$ cat config.mk
export PLATFORM = sky130hd
export DESIGN_NAME = vector_packer
export DESIGN_NICKNAME = d
export VERILOG_FILES = /design/src/rtl/vector_packer.sv
export SDC_FILE = /design/constraint.sdc
export NUM_CORES = 1
export LEC_CHECK = 0
export BUFFER_PORTS_ARGS = -buffer_cell sky130_fd_sc_hd__buf_2
export CORE_UTILIZATION = 35
export DETAILED_ROUTE_END_ITERATION = 7
export PLACE_DENSITY = 0.67
export SYNTH_ARGS = -nofsm -noshare
export SYNTH_HDL_FRONTEND = slang
export SYNTH_SLANG_ARGS = --single-unit
$ cat constraint.sdc
create_clock -name clk -period 2.5 [get_ports clk]
set_clock_uncertainty 0.15 [all_clocks]
set_input_delay 0.125 -clock clk [delete_from_list [all_inputs] [get_ports clk]]
set_output_delay 0.125 -clock clk [all_outputs]
set_load 0.005 [all_outputs]
$ cat src/rtl/vector_packer.sv
// Stream-to-vector packer: gathers NUM_INPUTS elements (or fewer, ended by in_last) into one packed vector.
// Optional running element sum on sum_out when VECTOR_PACKER_SUM_EN is defined.
module vector_packer #(
   parameter int NUM_INPUTS  = 8,
   parameter int INPUT_WIDTH = 8,
   localparam int CNT_W      = $clog2(NUM_INPUTS + 1)
) (
   input  logic                              clk,
   input  logic                              rst_n,
   input  logic                              flush,
   input  logic [INPUT_WIDTH-1:0]            in_data,
   input  logic                              in_valid,
   input  logic                              in_last,
   output logic                              in_ready,
   output logic [NUM_INPUTS*INPUT_WIDTH-1:0] vec_out,
   output logic [CNT_W-1:0]                  vec_len,
   output logic                              vec_valid,
   input  logic                              vec_ready
`ifdef VECTOR_PACKER_SUM_EN
   ,
   output logic [INPUT_WIDTH-1:0]            sum_out
`endif
);

   // state | meaning
   // FILL  | accepting elements into slot cnt_q
   // HOLD  | vector presented, waiting for vec_ready
   typedef enum logic {FILL = 1'b0, HOLD = 1'b1} state_t;

   state_t                              state_q;
   logic [CNT_W-1:0]                    cnt_q;
   logic [NUM_INPUTS*INPUT_WIDTH-1:0]   vec_q;
   logic [CNT_W-1:0]                    len_q;
   logic                                accept;
   logic                                closing;

   assign in_ready  = (state_q == FILL) && !flush;
   assign accept    = in_ready && in_valid;
   assign closing   = in_last || (cnt_q == CNT_W'(NUM_INPUTS - 1));
   assign vec_out   = vec_q;
   assign vec_len   = len_q;
   assign vec_valid = (state_q == HOLD);

   always_ff @(posedge clk or negedge rst_n) begin
      if (!rst_n) begin
         state_q <= FILL;
         cnt_q   <= '0;
         vec_q   <= '0;
         len_q   <= '0;
      end else if (flush) begin
         state_q <= FILL;
         cnt_q   <= '0;
         vec_q   <= '0;
         len_q   <= '0;
      end else begin
         case (state_q)
            FILL: begin
               if (accept) begin
                  // slots double as the output register, so a short vector keeps zeros above cnt
                  for (int k = 0; k < NUM_INPUTS; k++) begin
                     if (cnt_q == CNT_W'(k))
                        vec_q[k*INPUT_WIDTH +: INPUT_WIDTH] <= in_data;
                  end
                  cnt_q <= cnt_q + CNT_W'(1);
                  if (closing) begin
                     state_q <= HOLD;
                     len_q   <= cnt_q + CNT_W'(1);
                  end
               end
            end
            HOLD: begin
               if (vec_ready) begin
                  state_q <= FILL;
                  cnt_q   <= '0;
                  vec_q   <= '0;
                  len_q   <= '0;
               end
            end
            default: state_q <= FILL;
         endcase
      end
   end

`ifdef VECTOR_PACKER_SUM_EN
   logic [INPUT_WIDTH-1:0] sum_q;

   assign sum_out = sum_q;

   // carry discarded to match the downstream adder's truncation
   always_ff @(posedge clk or negedge rst_n) begin
      if (!rst_n)
         sum_q <= '0;
      else if (flush)
         sum_q <= '0;
      else if (accept)
         sum_q <= sum_q + in_data;
      else if (state_q == HOLD && vec_ready)
         sum_q <= '0;
   end
`endif

endmodule

Yosys cells after proc, flatten, opt, wreduce, memory -nomap -nowiden. Index checks and enable logic that the tools add are counted. W data, S select, Z words.

Add/subtract/negate cells: 1. Eq/ne operators: 18. Multiplexer cells: 25. Bitwise logic cells: 1. Reduce and logical (&&, ||, !) cells: 15.

Operators with widths (number): $mux W64 (3); $pmux W64 S2 (1); $mux W8 (8); $reduce_and A3 Y1 (9); $mux W4 (6); $ne A3 B2 Y1 const B (8); $eq A4 B3 Y1 const B (4); $pmux W4 S2 (2); $ne A3 B3 Y1 const B (3); $eq A4 B2 Y1 const B (2); $add A4 B1 Y4 const B (1); $eq A4 B1 Y1 const B (1); $logic_not A4 Y1 (1); $mux W1 (4); $logic_and A1 B1 Y1 (2); $pmux W1 S2 (1); $reduce_and A2 Y1 (1); $logic_not A1 Y1 (1); $logic_or A1 B1 Y1 (1); $not A1 Y1 (1).

Register bits: 73. Input bits: 14. Output and inout port bits: 70. Word-level logic and storage cells: 71.

Logic depth before layout (Yosys ltp). Gate-level depths: netlist of run 1.

Depth after elaboration: 6. Depth in mapped cells: 8. Gate-level depth less buffers: 5.

Worst setup path before layout of run 1. OpenSTA, ideal clock, no wires.

Path type: flip-flop to flip-flop. From: reg state_q (netlist: vec_valid). To: reg vec_q[10] (netlist: vec_out[10]). Library setup time: 125 ps. Arrival: 1540 ps. Data required time: 2225 ps. Path slack: 686 ps. Stages on the path, launching flop included: 5. Path buffers: 1. Clock period less this slack: 1814 ps. Cells stage by stage: dfrtp_1 > mux2_4 > buf_6 > o22ai_4 > mux2_2.

Longest elaborated chain between the ends: 5. Elaborated cells between the ends (all ways): 9. Those cells by class: eq/ne: 3; mux: 2; bitwise: 1; reduce/logical: 3.

RTL lines: start: declaration (line 30) `state_t state_q;`; start signal: assignment (line 46) `state_q <= FILL;`; start signal: assignment (line 51) `state_q <= FILL;`; start signal: assignment (line 66) `state_q <= HOLD;`; $not A1 Y1; $logic_and A1 B1 Y1 (line 37) `assign in_ready = (state_q == FILL) && !flush;`; $logic_and A1 B1 Y1 (line 38) `assign accept = in_ready && in_valid;`; $ne A3 B3 Y1 (no source line); $reduce_and A3 Y1 (no source line); end signal: indexed assignment (line 62) `vec_q[k*INPUT_WIDTH +: INPUT_WIDTH] <= in_data;`; end: declaration (line 32) `logic [NUM_INPUTS*INPUT_WIDTH-1:0] vec_q;`.

Parallel ways exist; a longest one is shown, timed or not. A chain may end at the register's enable or synchronous reset.

Worst setup path in the final report of run 1.
From: reg state_q (netlist: vec_valid). To: reg vec_q[20] (netlist: vec_out[20]).

Same word-level chain as after synthesis.

==> results.sh, run 1 <==
export IMPL_outcome="finished with violations"
export IMPL_violations="design-rule violations"
export IMPL_setup_viol=0
export IMPL_hpwlAfterDp_um=4928
export IMPL_io_buffers=83
export IMPL_layout_drive_gt1_share_pct=58.28
export IMPL_critical_path_endpoint_type="flop"
export IMPL_post_cts_setup_driven_buffer_insertion_count=0
export IMPL_synthXorXnorAreaFrac_pct=0.2730
export IMPL_yosys_top_cells_count="dfrtp_1 (73), mux2_2 (65), and2_0 (8)"
export IMPL_synth_flop_cell="dfrtp_1"
export IMPL_seq_area_frac_synth_pct=56.94
export IMPL_dr_total_vias=2066
export IMPL_final_setup_tns_ps=0
export IMPL_worst_r2r_path_depth=3
export IMPL_coreArea_mm2=0.008806
export IMPL_global_route_overflow_total=0
export IMPL_synthesis_area_per_instance_um2=15.06
export IMPL_hold_path_endpoint="vec_len[3]$_DFFE_PN0P_"
export IMPL_worst_hold_path_num_cells=3
export IMPL_maxCapViolCount=0
export IMPL_critical_path_peak_fanout=13
export IMPL_grt_pass1_vias=2137
export IMPL_synth_area_leaders="dfrtp_1 (57%), mux2_2 (23%), o22ai_4 (3.7%)"
export IMPL_die_area_mm2=0.009553
export IMPL_final_power_w=0.002963
export IMPL_vert_die_dim_um=97.74
export IMPL_share_of_yosys_cell_area_claimed_by_the_top_area_cell_type_pct=56.94
export IMPL_drt_initial_drc_count=87
export IMPL_grt_setup_unrepaired="no"
export IMPL_yosys_area_share_adder_pct=1.560
export IMPL_finalCritPeriodShare_pct=85.73
export IMPL_power_density_cell_area_mw_per_mm2=756.0
export IMPL_synth_simple_gate_area_share_pct=5.577
export IMPL_critical_path_startpoint_type="flop"
export IMPL_post_route_util_pct=44.50
export IMPL_cts_made_buffers=9
export IMPL_proportion_of_register_bits_with_asynchronous_set_or_reset_after_synthesis_pct=100.0
export IMPL_ir_drop_v=0.0003761
export IMPL_tritoncts_num_sinks=73
export IMPL_cell_with_the_most_instances_after_synthesis="dfrtp_1"
export IMPL_setup_worst_path_class="reg2reg"
export IMPL_synth_largest_area_cell="dfrtp_1"
export IMPL_grt_start_max_net_pins=74
export IMPL_syn_to_final_growth_pct=22.15
export IMPL_worstHoldStart="in_last"
export IMPL_crit_reg2reg_launch="vec_valid$_DFF_PN0_"
export IMPL_worstPathRequired_ps=2570
export IMPL_cts_htree_levels=3
export IMPL_synth_edff_count=0
export IMPL_avgRoutedWirePerCell_um=18.20
export IMPL_cts_root_buffer="clkbuf_8"
export IMPL_antenna_cells=0
export IMPL_synth_area_mm2=0.003208
export IMPL_tightestPinTransition_ps=949.4
export IMPL_timing_critical_path_arrival_ps=2220
export IMPL_clkTransAtPathRegs_ps=80
export IMPL_io_pins=84
export IMPL_viasPerCell=5.039
export IMPL_post_synth_inst_count=213
export IMPL_max_freq_mhz=466.6
export IMPL_antenna_violating_nets_post_route=0
export IMPL_timing_slew_headroom_pct=36.71
export IMPL_worst_skew_pair_late_latency_ps=340
export IMPL_routabilityCongestion=0.7196
export IMPL_hold_slack_ps=36.54
export IMPL_synth_warning_count=0
export IMPL_combinational_family_with_the_most_area_after_synthesis="multiplexers"
export IMPL_timing_hold_violations_final=0
export IMPL_drc=8
export IMPL_maximum_buffer_depth_of_the_clock_tree=2
export IMPL_period_needed_ps=2143
export IMPL_muxShareOfSynthArea_pct=24.96
export IMPL_worst_r2r_endpoint="vec_out[20]$_DFFE_PN0P_"
export IMPL_post_synthesis_net_count=231
export IMPL_synth_compound_gate_area_share_pct=7.137
export IMPL_row_count=34
export IMPL_synth_cell_types=30
export IMPL_min_delay_path_class="in2reg"
export IMPL_totalWireLength_um=7462
export IMPL_nets=316
export IMPL_rrSetupSlack_ps=360
export IMPL_fp_dieW_um=97.74
export IMPL_tritoncts_clock_tree="yes"
export IMPL_grt_antenna_before_repair=0
export IMPL_groute_usage_overall_pct=16.42
export IMPL_power_leakage_nw=1.999
export IMPL_timing_max_transition_violations_final=0
export IMPL_wire_length_of_the_first_global_routing_pass_um=11700
export IMPL_synth_seq_cells=73
export IMPL_floorplan_initialDensity_pct=36.43
export IMPL_drt_pass1_iterations=6
worst max-delay path, cell delays in order, from the launching register on:
cell	delay [ps]
dfrtp_1	470
mux2_4	450
o22ai_2	540
mux2_2	410
what timing repair did:
item / 4_1_cts / 5_1_grt
hold buffers: 3 / 0
resized for setup: 0 / 0
hold endpoints to repair: 74 / 0
endpoints found under the setup margin: 0 / 0
cells by family after synthesis:
group                      Yosys count
and+or+nand+nor                     27
AOI/OAI and AO/OA                   17
adders and majority gates            4
xor gates and xnor gates             1
muxes                               71
DFF                                 73
buffers and inverters               20
flip-flops by register name, indices dropped and copies added, names as in the netlist:
register / flops
vec_valid: 1
cnt_q: 4
vec_len: 4
vec_out: 64
worst max-delay path by stage:
| stage | end | startpoint |
|---|---|---|
| 6_report | vec_out[20]$_DFFE_PN0P_ | vec_valid$_DFF_PN0_ |
| 3_5_place_dp | vec_out[20]$_DFFE_PN0P_ | vec_valid$_DFF_PN0_ |
| 2_1_floorplan | vec_out[10]$_DFFE_PN0P_ | vec_valid$_DFF_PN0_ |
| 3_3_place_gp | vec_out[22]$_DFFE_PN0P_ | vec_valid$_DFF_PN0_ |
| 4_1_cts | vec_out[20]$_DFFE_PN0P_ | vec_valid$_DFF_PN0_ |
| 5_1_grt | vec_out[20]$_DFFE_PN0P_ | vec_valid$_DFF_PN0_ |
routing by layer:
layer	track usage, %	share of wire [%]
met1	21.41	45
met2	26.19	50
met3	3.794	4.6
met4	7.343	1.0
met5	0	0
cell type report:
type	instances	area, um^2
clock buffers	13	158.9
clock inverters	2	37.54
fillers	832	4887
inverters	4	15.01
multi-input cells	120	1267
flip-flops and latches	73	1827
well taps	108	135.1
repair buffers	90	478.0
metrics by stage:
step	worst slack [ps]	cell area, um^2	instances
floorplan	685.7	3208	213
global placement	398.3	3692	392
detailed placement	356.8	3692	392
CTS	342.3	3919	410
global route	319.6	3919	410
finish	356.8	3919	410
cells in the final DEF (no fill, tap or decap), types with 4 or more instances in the layout:
cell,instances
nor3b_1,5
o22ai_4,6
clkbuf_8,11
buf_2,82
mux2_2,65
buf_4,5
ha_1,4
dfrtp_1,73
and3b_1,4
and2_0,8
power breakdown:
| part | internal, W | switching, W | total (W) |
|---|---|---|---|
| sequential | 0.00134 | 0.0000861 | 0.00142 |
| combinational | 0.000316 | 0.000284 | 0.000600 |
| clock | 0.000512 | 0.000426 | 0.000938 |
Power figures use the tool's default switching activity.
==> inputs of run 2 (changes only) <==
Settings changed: GPL_TIMING_DRIVEN set to 0, PLACE_DENSITY 0.67 to 0.56.
==> results.sh, run 2 (same netlist as run 1, synthesis figures left out) <==
export IMPL_met1Wirelength_um=3184
export IMPL_tightestPinTransition_ps=598.5
export IMPL_violations="design-rule violations"
export IMPL_timing_max_transition_violations_final=0
export IMPL_combinationalPowerShare_pct=20.7
export IMPL_final_common_cell="buf_2"
export IMPL_min_delay_path_class="in2reg"
export IMPL_multi_input_comb_area_mm2=0.001267
export IMPL_final_setup_tns_ps=0
export IMPL_worst_skew_pair_late_latency_ps=340
export IMPL_clock_power_share_pct=31.5
export IMPL_power_leakage_nw=2.059
export IMPL_met2_length_um=3325
export IMPL_setup_worst_path_class="reg2reg"
export IMPL_cts_htree_levels=3
export IMPL_path_depth=5
export IMPL_global_route_overflow_total=0
export IMPL_wire_length_of_the_first_global_routing_pass_um=11560
export IMPL_nets=328
export IMPL_post_cts_setup_driven_buffer_insertion_count=0
export IMPL_avgRoutedWirePerCell_um=16.81
export IMPL_fillers=838
export IMPL_timing_hold_violations_final=0
export IMPL_finalCritPeriodShare_pct=82.46
export IMPL_rrSetupSlack_ps=440
export IMPL_tritoncts_num_sinks=73
export IMPL_timing_critical_path_max_delay_family="buffers and inverters"
export IMPL_total_net_switching_power_w=0.0007897
export IMPL_grt_antenna_before_repair=0
export IMPL_syn_to_final_growth_pct=25.23
export IMPL_antenna_cells=0
export IMPL_antenna_violating_nets_post_route=0
export IMPL_worst_r2r_path_depth=5
export IMPL_floorplan_initialDensity_pct=36.43
export IMPL_routabilityCongestion=0.7256
export IMPL_timing_critical_path_from="cnt_q[0]$_DFFE_PN0P_"
export IMPL_most_frequent_cells_in_the_layout="buf_2 (83), dfrtp_1 (73), mux2_2 (65), clkbuf_8 (11), and2_0 (8)"
export IMPL_cts_root_buffer="clkbuf_8"
export IMPL_setup_viol=0
export IMPL_drt_initial_drc_count=73
export IMPL_power_density_cell_area_mw_per_mm2=738.8
export IMPL_drt_pass1_iterations=5
export IMPL_period_needed_ps=2061
export IMPL_grt_pass1_vias=2056
export IMPL_totalWireLength_um=7095
export IMPL_io_buffers=82
export IMPL_viasPerCell=4.820
export IMPL_timing_slew_headroom_pct=60.10
export IMPL_register_area_mm2=0.001827
export IMPL_dr_total_vias=2034
export IMPL_grt_setup_unrepaired="no"
export IMPL_ir_drop_v=0.0003408
export IMPL_maxCapViolCount=0
export IMPL_row_count=34
export IMPL_drc=6
export IMPL_vert_die_dim_um=97.74
export IMPL_max_incr_delay_on_cp_ps=560
export IMPL_post_cts_resized=0
export IMPL_cp_cell_sequence="ha_1 > and3b_1 > o21ai_0 > o22ai_1 > dlygate4sd3_1"
export IMPL_layoutNonFillerInstCount=422
export IMPL_outcome="finished with violations"
export IMPL_timing_critical_path_buf_inv=1
export IMPL_clkTransAtPathRegs_ps=70
export IMPL_cts_made_buffers=9
export IMPL_coreArea_mm2=0.008806
export IMPL_critical_path_startpoint_type="flop"
export IMPL_worstPathRequired_ps=2570
export IMPL_hpwlAfterDp_um=4858
export IMPL_die_area_mm2=0.009553
export IMPL_fp_dieW_um=97.74
export IMPL_grt_start_max_net_pins=59
export IMPL_placed_cells=404
export IMPL_share_of_power_burned_in_registers_pct=47.9
export IMPL_critical_path_peak_fanout=5
export IMPL_switching_share_pct=26.61
export IMPL_crit_reg2reg_launch="cnt_q[0]$_DFFE_PN0P_"
export IMPL_wl_met3_um=516
export IMPL_critical_path_slowest_cell="dlygate4sd3_1"
export IMPL_worstSetupEndpoint="vec_valid$_DFF_PN0_"
export IMPL_timing_critical_path_arrival_ps=2130
export IMPL_maximum_buffer_depth_of_the_clock_tree=2
export IMPL_layout_drive_gt1_share_pct=58.92
export IMPL_cell_internal_power_w=0.002178
export IMPL_io_pins=84
export IMPL_tritoncts_clock_tree="yes"
export IMPL_critical_path_endpoint_type="flop"
export IMPL_max_freq_mhz=485.1
export IMPL_highest_layer="met4"
export IMPL_groute_usage_overall_pct=16.17
export IMPL_worst_r2r_endpoint="vec_valid$_DFF_PN0_"
export IMPL_largest_register_ffs=64
==> run 2: cell types whose count changed in the layout (fill, tap and decap cells not counted), sizes merged <==
cell	delta
clkinvlp	-1
clkbuf	+8
clkinv	+3
buf	+2
==> run 2: area by class of cell <==
type	instances	share of cell area, %
buffer	16	2.460
clock buffer	11	3.768
clock inverter	4	1.308
inverter	4	0.3737
multi-input combinational	120	31.55
sequential	73	45.47
tap	108	3.363
timing repair buffer	86	11.71
==> run 2: repair_timing <==
action | CTS | global route
setup endpoints to repair | 0 | 0
hold buffers | 3 | 0
hold endpoints to repair | 74 | 0
==> run 2: routing by layer <==
layer	track usage, %	vias up
met5	0	-
met4	4.196	0
met3	6.872	8
met2	24.82	61
met1	21.09	1012
li1	-	953
==> run 2: tightest hold or removal path, stage by stage <==
cell and delay [ps]:
buf_2 110, o32ai_4 120, mux2i_1 130
==> run 2: metrics by stage <==
stage	setup WS [ps]	total power (W)	hold WS (ps)	utilization [%]	area, um^2
after floorplan	685.7	0.001781	-320.6	-	3208
after global placement	420.1	0.002055	165.9	42.63	3754
after detailed placement	392.7	0.002071	-137.9	42.97	3784
after CTS	387.1	0.003029	21.76	45.62	4018
after global routing	310.4	0.003146	29.78	45.62	4018
final	438.6	0.002968	30.80	45.62	4018
==> run 2: power groups by stage <==
stage	clock network, W	registers (W)	logic (W)
6_report	0.000934	0.00142	0.000614
5_1_grt	0.00103	0.00144	0.000676
4_1_cts	0.000974	0.00142	0.000632
3_5_place_dp	0	0.00144	0.000626
3_3_place_gp	0	0.00144	0.000617
2_1_floorplan	0	0.00145	0.000329
==> run 2: how the worst min path moves through the flow <==
stage | startpoint | endpoint | slack, ps | depth (start not counted)
final | in_last | vec_len[3]$_DFFE_PN0P_ | 30 | 3
after global routing | in_last | vec_len[3]$_DFFE_PN0P_ | 30 | 3
after CTS | in_last | vec_len[3]$_DFFE_PN0P_ | 20 | 3
after detailed placement | rst_n | vec_out[59]$_DFFE_PN0P_ | -140 | 1
after global placement | vec_ready | vec_valid$_DFF_PN0_ | 170 | 2
after floorplan | rst_n | cnt_q[0]$_DFFE_PN0P_ | -320 | 0
